--- src/rtl/spi_pkg.sv ---
// Shared types and constants for the SPI master: FSM states, mode bit
// positions and the four standard SPI mode encodings.
package spi_pkg;

  typedef enum logic [1:0] {
    ST_IDLE  = 2'd0,
    ST_LEAD  = 2'd1,
    ST_SHIFT = 2'd2,
    ST_TRAIL = 2'd3
  } spi_state_t;

  localparam int CPOL_BIT = 1;
  localparam int CPHA_BIT = 0;

  localparam logic [1:0] MODE0 = 2'b00;
  localparam logic [1:0] MODE1 = 2'b01;
  localparam logic [1:0] MODE2 = 2'b10;
  localparam logic [1:0] MODE3 = 2'b11;

endpackage

--- src/rtl/spi_clk_gen.sv ---
// Half-period tick generator: pulses o_tick every CLK_DIV enabled cycles,
// restarting from zero whenever i_clr is asserted.
module spi_clk_gen #(
  parameter int CLK_DIV = 4
) (
  input  logic clk,
  input  logic reset,
  input  logic i_clr,
  input  logic i_en,
  output logic o_tick
);

  logic [7:0] r_cnt;

  assign o_tick = i_en && (r_cnt == 8'(CLK_DIV - 1));

  always_ff @(posedge clk or posedge reset) begin
    if (reset) begin
      r_cnt <= '0;
    end else if (i_clr || !i_en || o_tick) begin
      r_cnt <= '0;
    end else begin
      r_cnt <= r_cnt + 8'd1;
    end
  end

endmodule

--- src/rtl/spi_master.sv ---
// Single-byte SPI master, all four modes, LSB-first transmit and MSB-first
// receive assembly; every output is driven from a register.
module spi_master
  import spi_pkg::*;
#(
  parameter int CLK_DIV = 4
) (
  input  logic       clk,
  input  logic       reset,
  input  logic       start,
  input  logic [1:0] mode,
  input  logic [7:0] tx_data,
  input  logic       miso,
  output logic       sclk,
  output logic       mosi,
  output logic       cs,
  output logic [7:0] rx_data,
  output logic       busy,
  output logic       done
);

  spi_state_t r_state, w_state_next;

  logic [1:0] r_mode;
  logic [7:0] r_tx;
  logic [7:0] r_rx_shift;
  logic [7:0] r_rx;
  logic [3:0] r_half;
  logic       r_sclk;
  logic       r_mosi;
  logic       r_cs;
  logic       r_busy;
  logic       r_done;

  logic       w_tick;
  logic       w_state_change;
  logic       w_edge;
  logic [3:0] w_h_next;
  logic       w_leading;
  logic       w_cpha;
  logic [2:0] w_bit_lead;
  logic [2:0] w_bit_trail;

  assign w_state_change = (w_state_next != r_state);

  spi_clk_gen #(.CLK_DIV(CLK_DIV)) u_clk_gen (
    .clk    (clk),
    .reset  (reset),
    .i_clr  (w_state_change),
    .i_en   (r_state != ST_IDLE),
    .o_tick (w_tick)
  );

  always_ff @(posedge clk or posedge reset) begin
    if (reset) begin
      r_state <= ST_IDLE;
    end else begin
      r_state <= w_state_next;
    end
  end

  always_comb begin
    w_state_next = r_state;
    case (r_state)
      ST_IDLE:  if (start) w_state_next = ST_LEAD;
      ST_LEAD:  if (w_tick) w_state_next = ST_SHIFT;
      ST_SHIFT: if (w_tick && (r_half == 4'd15)) w_state_next = ST_TRAIL;
      ST_TRAIL: if (w_tick) w_state_next = ST_IDLE;
      default:  w_state_next = ST_IDLE;
    endcase
  end

  // An sclk edge opens each of the 16 SHIFT half-periods; even ones are leading.
  assign w_edge      = w_tick && ((r_state == ST_LEAD) ||
                                  ((r_state == ST_SHIFT) && (r_half != 4'd15)));
  assign w_h_next    = (r_state == ST_LEAD) ? 4'd0 : (r_half + 4'd1);
  assign w_leading   = ~w_h_next[0];
  assign w_cpha      = r_mode[CPHA_BIT];
  assign w_bit_lead  = w_h_next[3:1];
  assign w_bit_trail = w_h_next[3:1] + 3'd1;

  always_ff @(posedge clk or posedge reset) begin
    if (reset) begin
      r_mode     <= MODE0;
      r_tx       <= '0;
      r_rx_shift <= '0;
      r_rx       <= '0;
      r_half     <= '0;
      r_sclk     <= 1'b0;
      r_mosi     <= 1'b0;
      r_cs       <= 1'b1;
      r_busy     <= 1'b0;
      r_done     <= 1'b0;
    end else begin
      r_done <= 1'b0;
      case (r_state)
        ST_IDLE: begin
          if (start) begin
            r_mode     <= mode;
            r_tx       <= tx_data;
            r_sclk     <= mode[CPOL_BIT];
            r_cs       <= 1'b0;
            r_busy     <= 1'b1;
            r_half     <= '0;
            r_rx_shift <= '0;
            if (!mode[CPHA_BIT]) r_mosi <= tx_data[0];
          end
        end
        ST_LEAD, ST_SHIFT: begin
          if (w_edge) begin
            r_half <= w_h_next;
            r_sclk <= ~r_sclk;
            if (w_leading ^ w_cpha) r_rx_shift <= {r_rx_shift[6:0], miso};
            if (w_cpha && w_leading) begin
              r_mosi <= r_tx[w_bit_lead];
            end else if (!w_cpha && !w_leading && (w_h_next != 4'd15)) begin
              r_mosi <= r_tx[w_bit_trail];
            end
          end else if (w_tick) begin
            r_sclk <= r_mode[CPOL_BIT];
          end
        end
        ST_TRAIL: begin
          if (w_tick) begin
            r_done <= 1'b1;
            r_rx   <= r_rx_shift;
            r_cs   <= 1'b1;
            r_busy <= 1'b0;
          end
        end
        default: ;
      endcase
    end
  end

  assign sclk    = r_sclk;
  assign mosi    = r_mosi;
  assign cs      = r_cs;
  assign rx_data = r_rx;
  assign busy    = r_busy;
  assign done    = r_done;

endmodule

--- config.mk ---
export PLATFORM = sky130hd
export DESIGN_NAME = spi_master
export DESIGN_NICKNAME = d
export VERILOG_FILES = /design/src/rtl/spi_pkg.sv /design/src/rtl/spi_clk_gen.sv /design/src/rtl/spi_master.sv
export SDC_FILE = /design/constraint.sdc
export NUM_CORES = 1
export LEC_CHECK = 0
export ABC_CLOCK_PERIOD_IN_PS = 2300
export CAP_MARGIN = 0
export CORE_MARGIN = 5
export CORE_UTILIZATION = 50
export CTS_CLUSTER_SIZE = 40
export DETAILED_ROUTE_END_ITERATION = 10
export PLACE_DENSITY = 0.75
export SETUP_SLACK_MARGIN = 0.3
export SLEW_MARGIN = 25
export SYNTH_ARGS = -nofsm -noshare
export SYNTH_HDL_FRONTEND = slang
export SYNTH_HIERARCHICAL = 1
export SYNTH_SLANG_ARGS = --single-unit
--- constraint.sdc ---
create_clock -name clk -period 2.3 [get_ports clk]
set_input_delay 0.575 -clock clk [delete_from_list [all_inputs] [get_ports clk]]
set_output_delay 0.575 -clock clk [all_outputs]
set_load 0.03 [all_outputs]
# --- Word-level counts from Yosys, hierarchy flattened ---
# Index checks and enable logic that the tools add are counted.
classes:
  add_sub_neg: 3
  n_mul: 0
  n_div: 0
  n_lt_le_gt_ge: 2
  eq_ne: 15
  shift: 0
  muxes: 36
  bitwise_logic: 3
  reduce_logical: 24
ops:
  columns: ["op", "count"]
  rows:
  - ["8-bit two-way mux", 4]
  - ["1-bit two-way mux", 16]
  - ["8-bit one-hot mux with 2 select lines", 1]
  - ["4-bit two-way mux", 3]
  - ["3-bit AND reduction", 3]
  - ["8-bit by 1-bit adder with 8-bit output, second input constant", 1]
  - ["8-bit by 2-bit == test with 1-bit output, second input constant", 1]
  - ["3-bit by 4-bit < comparator with 1-bit output, second input constant", 2]
  - ["2-bit two-way mux", 4]
  - ["2-bit != test, second input constant", 4]
  - ["4-bit != test, second input constant", 2]
  - ["1-bit one-hot mux with 2 select lines", 4]
  - ["2-bit one-hot mux with 4 select lines", 1]
  - ["4-bit one-hot mux with 2 select lines", 1]
  - ["1-bit logical AND", 7]
  - ["1-bit binary-select mux with 3-bit select", 2]
  - ["2-bit nonzero test", 3]
  - ["5-bit AND reduction", 1]
  - ["4-bit by 1-bit adder with 4-bit output, second input constant", 1]
  - ["2-bit == test, second input constant", 2]
  - ["4-bit == test, second input constant", 1]
  - ["2-bit AND reduction", 2]
  - ["4-bit AND reduction", 1]
  - ["3-bit by 1-bit adder with 3-bit output, second input constant", 1]
  - ["11 further kinds", 15]
totals:
  register_bits: 45
  latchBits: 0
  mem_bits_rw: 0
  romBits: 0
  input_bits: 14
  out_inout_bits: 13
  wordCells: 95
  memories: 0

# --- Logic depth before layout (Yosys ltp) ---
depth:
  word_depth: 9
  ltp_mapped: 13
  mapped_depth_nobuf: 13

# --- Cells and area by module ---
# The synthesis kept the hierarchy.
by_module_without_submodules:
  columns: ["mod", "instances", "cells_per_inst", "area_each_um2", "seq_area_each_um2"]
  rows:
  - ["spi_master", 1, 189, 1956.9, 927.1]
  - ["spi_clk_gen", 1, 41, 401.6, 200.2]

# --- Worst setup path before layout ---
# No wires, ideal clock.
synth_path:
  path_type: "flip-flop to flip-flop"
  start: "reg r_state[0]"
  end: "reg u_clk_gen.r_cnt[5]"
  setup_ns: 0.077
  arrival_ns: 2.512
  required_time_ns: 2.223
  slack_ns: -0.290
  stages_incl_launch_ff: 13
  n_path_buf: 0
  synth_period_minus_slack_ns: 2.590
  cell_sequence: "dfrtp_1 inv_1 ha_1 inv_1 nor4b_1 and4_2 o21bai_1 a21oi_1 a2bb2oi_1 o221ai_1 nand2b_1 a41o_2 a21oi_1"
synth_between:
  elab_chain_cells: 9
  word_cells_on_any_way: 17
  cone_classes: "eq/ne (4); mux (6); reduce/logical (7)"
synth_lines:
  columns: ["element", "line_no", "rtl"]
  rows:
  - ["start, declared", "spi_master.sv:22", "spi_state_t r_state, w_state_next;"]
  - ["start signal, assigned", "spi_master.sv:58", "r_state <= w_state_next;"]
  - ["2-bit nonzero test (*)", "spi_master.sv:50", ".i_en (r_state != ST_IDLE),"]
  - ["1-bit logical AND (*)", "spi_clk_gen.sv:15", "assign o_tick = i_en && (r_cnt == 8'(CLK_DIV - 1));"]
  - ["named net w_tick", "spi_master.sv:35", "logic w_tick;"]
  - ["1-bit logical AND", "spi_master.sv:67", "ST_SHIFT: if (w_tick && (r_half == 4'd15)) w_state_next = ST_TRAIL;"]
  - ["2-bit two-way mux", "spi_master.sv:67", null]
  - ["2-bit one-hot mux with 4 select lines (*)", "spi_master.sv:64", "case (r_state)"]
  - ["2-bit != test (*)", "spi_master.sv:44", "assign w_state_change = (w_state_next != r_state);"]
  - ["named net w_state_change", "spi_master.sv:36", "logic w_state_change;"]
  - ["1-bit logical OR (*) (2 in a row)", "spi_clk_gen.sv:20", "end else if (i_clr || !i_en || o_tick) begin"]
  - ["8-bit two-way mux (*)", "spi_clk_gen.sv:20", null]
  - ["end signal, assigned", "spi_clk_gen.sv:23", "r_cnt <= r_cnt + 8'd1;"]
  - ["end, declared", "spi_clk_gen.sv:13", "logic [7:0] r_cnt;"]
# Mark *: on every way through the listed nets, which the timed path passes. The rest lies on a longest branch.
# A chain may end at the register's enable or synchronous reset.

# --- Final worst setup path ---
layout_path:
  start: "reg r_state[0]"
  end: "reg u_clk_gen.r_cnt[4]"
# Same word-level chain as after synthesis.

==> flow_metrics.tcl <==
set metrics [dict create \
    finClkSkew_ns 0.00464 \
    viasPerCell 5.60 \
    die_w_um 78.7 \
    routabilityCongestion 0.794 \
    wire_per_inst_um 16.5 \
    endpoint_kind "flop" \
    worst_slack_ns -0.0463 \
    grt_pass1_vias 1926 \
    path_cells "inv_2 -> ha_4 -> inv_4 -> nor4b_4 -> and4_4 -> nor2b_1 -> o22a_1 -> o21ai_2 -> o221ai_2 -> nand2b_4 -> a41o_4 -> nor2_2" \
    post-dp-hpwl_um 3600 \
    leakage_nw 1.48 \
    syn_inst 230 \
    grt_start_max_net_pins 38 \
    drive_gt1_share_pct 36.1 \
    synthFlopType "dfrtp_1" \
    start_util_pct 50.6 \
    grt_pass1_wl_um 9520 \
    cp_slowest_cell "dfrtp_1" \
    cts.reportedPaths.clkPinSlew_ns 0.09 \
    drc 0 \
    finalWirelength_um 5660 \
    setup_viol 8 \
    ir_worst_vdd_uv 636 \
    p_per_area_nw_per_um2 1300 \
    critPathArrivalTime_ns 2.58 \
    ys_ff_latch 45 \
    hold_path.class "flop to flop" \
    antenna_found_initial 0 \
    ys_warn_count 6 \
    synth.distinct_cells 47 \
    synthToLayoutAreaGrowth_pct 40.4 \
    cp_top_family "simple AND/OR/NAND/NOR gates" \
    gr-usage-all-layers_pct 19.5 \
    h-tree-depth 2 \
    finalPower_w 0.00431 \
    vias 1914 \
    rsz0062_at_grt "true" \
    worstSetupPathType "flop to flop" \
    final_hold_viol_count 0 \
    use_met1_pct 26.3 \
    place_ws_ns -0.104 \
    hold_ws_ns 0.492 \
    use_met2_pct 31.1 \
    syn_nets 253 \
    slew_headroom_pct 67.5 \
    die_area_um2 6190 \
    antenna_left 0 \
    cap_violations 0 \
    cts-root-buf "clkbuf_8" \
    cpPeakStageDelay_ns 0.38 \
    dr.pass1.iters 4 \
    setup_tns_ns -0.297 \
    gr-max-usage-layer "met2" \
    fin_util_pct 71.0 \
    use_met3_pct 4.01 \
    avgSynthCellArea_um2 10.3 \
    ys_seq_area_share_pct 47.8 \
    io_buffers 26 \
    finalMaxSlewViolations 0 \
    post-route-period-util_pct 102 \
    row_count 25 \
    core_area_um2 4660 \
    violations "setup timing" \
    first_iter_violations 99 \
    fmax_mhz 426 \
    fin_crit_ns 2.35 \
    synth_enable_flop_cells 0 \
    die_h_um 78.7 \
    nNetsFinal 310 \
    required_ns 2.53 \
    cts_tree "done" \
    ios 27 \
    clock_latency_ns 0.29 \
    cts_buffers 5 \
    startpoint_type "flop" \
    synth_area_um2 2360 \
    overflow 0 \
    tightest_slew_ns 0.488 \
    status "complete, but fails checks" \
    clockBufferDepth 2 \
    crit_fanout 8 \
    synthArstFlopShare_pct 100 \
    cts.sinks 45 \
    cts_hold_buf 0 \
    cp_num_buf_inv 2 \
    diodes 0 \
]
## layout by cell type (no fill, tap or decap), drive strengths merged, types with 2 or more instances in the layout
| cell | count |
|---|---|
| a21oi | 9 |
| a31oi | 2 |
| buf | 30 |
| clkbuf | 6 |
| clkdlybuf4s50 | 24 |
| dfrtp | 44 |
| ha | 9 |
| inv | 25 |
| mux2 | 12 |
| mux2i | 10 |
| mux4 | 4 |
| nand2 | 27 |
| nand2b | 2 |
| nand3 | 6 |
| nor2 | 13 |
| nor2b | 5 |
| o21ai | 25 |
| o31ai | 2 |
| or2 | 2 |
| or3 | 3 |
| xnor2 | 2 |
| xor2 | 3 |
## cells in the mapped netlist, types with 2 or more instances
cell type  number  area share, %
clkbuf_1        3           0.48
mux4_2          4            3.8
o31ai_1         2           0.64
inv_1          23            3.7
nand2_1        27            4.3
o21ai_1         3           0.64
nor2b_1         5            1.3
or3_1           3           0.80
o21ai_0        22            4.7
mux2i_1        10            4.2
xor2_1          3            1.1
mux2_2         11            5.3
nor2_1         13            2.1
xnor2_1         2           0.74
nand2b_1        2           0.53
ha_1            9            4.8
nand3_1         6            1.3
a21oi_1         8            1.7
dfrtp_1        44             47
a31oi_1         2           0.53
inv_2           2           0.32
## final timing paths
check | start | endpoint | slack, ns | cells past startpoint
max in group asynchronous | reset | r_half[0]$_DFFE_PP0P_ | 1.22 | 3
worst max register to register | r_state[0]$_DFF_PP0_ | u_clk_gen/r_cnt[4]$_DFF_PP0_ | -0.05 | 12
worst min register to register | rx_data[1]$_DFFE_PP0P_ | rx_data[1]$_DFFE_PP0P_ | 0.49 | 2
worst min-delay path | rx_data[1]$_DFFE_PP0P_ | rx_data[1]$_DFFE_PP0P_ | 0.49 | 2
worst max-delay path | r_state[0]$_DFF_PP0_ | u_clk_gen/r_cnt[4]$_DFF_PP0_ | -0.05 | 12
min in group asynchronous | reset | u_clk_gen/r_cnt[3]$_DFF_PP0_ | 0.55 | 2
## sequential cells by signal, summed over array words and instances (netlist names)
name and cells:
r_tx 8, done 1, sclk 1, mosi 1, r_rx_shift 8, r_state 2, r_half 4, cs 1
rx_data 8, r_mode 2, busy 1, u_clk_gen/r_cnt 8
## metal layers
metal	vias to the layer above	routed length [um]	part of all wire, %
li1	911	-	-
met1	950	2490	44
met2	45	2890	51
met3	8	186	3.3
met4	0	95	1.7
met5	-	0	0
## repair_timing
action	CTS	global route
endpoints found under the setup margin	22	31
setup buffers	5	8
pin swaps	10	14
resized for setup	21	32
## cells by family (layout without fill, tap and decap cells)
kind of cell | after synthesis | in the layout | share of synthesized area (%)
compound gates | 50 | 50 | 13.3
buf+inv | 31 | 89 | 5.46
simple gates | 64 | 64 | 13.0
fa+ha+maj | 9 | 9 | 4.77
mux | 26 | 26 | 13.8
flops | 45 | 45 | 47.8
xor+xnor | 5 | 5 | 1.86
## through the flow
step	cells	instance area, um2
2_1_floorplan	230	2430
3_3_place_gp	321	2860
3_5_place_dp	321	2860
4_1_cts	334	3130
5_1_grt	342	3310
6_report	342	3310
## worst min-delay path: cells and delay by family (launching register included)
family / cells / cell delay (ns)
flip-flops: 1 / 0.35
AO/OA/AOI/OAI: 1 / 0.06
AND/OR/NAND/NOR: 1 / 0.04
## where the power goes
group | internal (W) | switching [W]
registers | 0.00102 | 0.000164
logic | 0.00124 | 0.00126
clock network | 0.000353 | 0.000274
## layout make-up
cell class / instances / area [um2]
well taps: 54 / 67.6
clock inverters: 2 / 37.5
multi-input cells: 154 / 1380
clock buffers: 6 / 82.6
inverters: 25 / 96.3
repair buffers: 56 / 514
flip-flops and latches: 45 / 1130
fillers: 334 / 1350
Note: power is estimated with default switching activity, not from simulation.
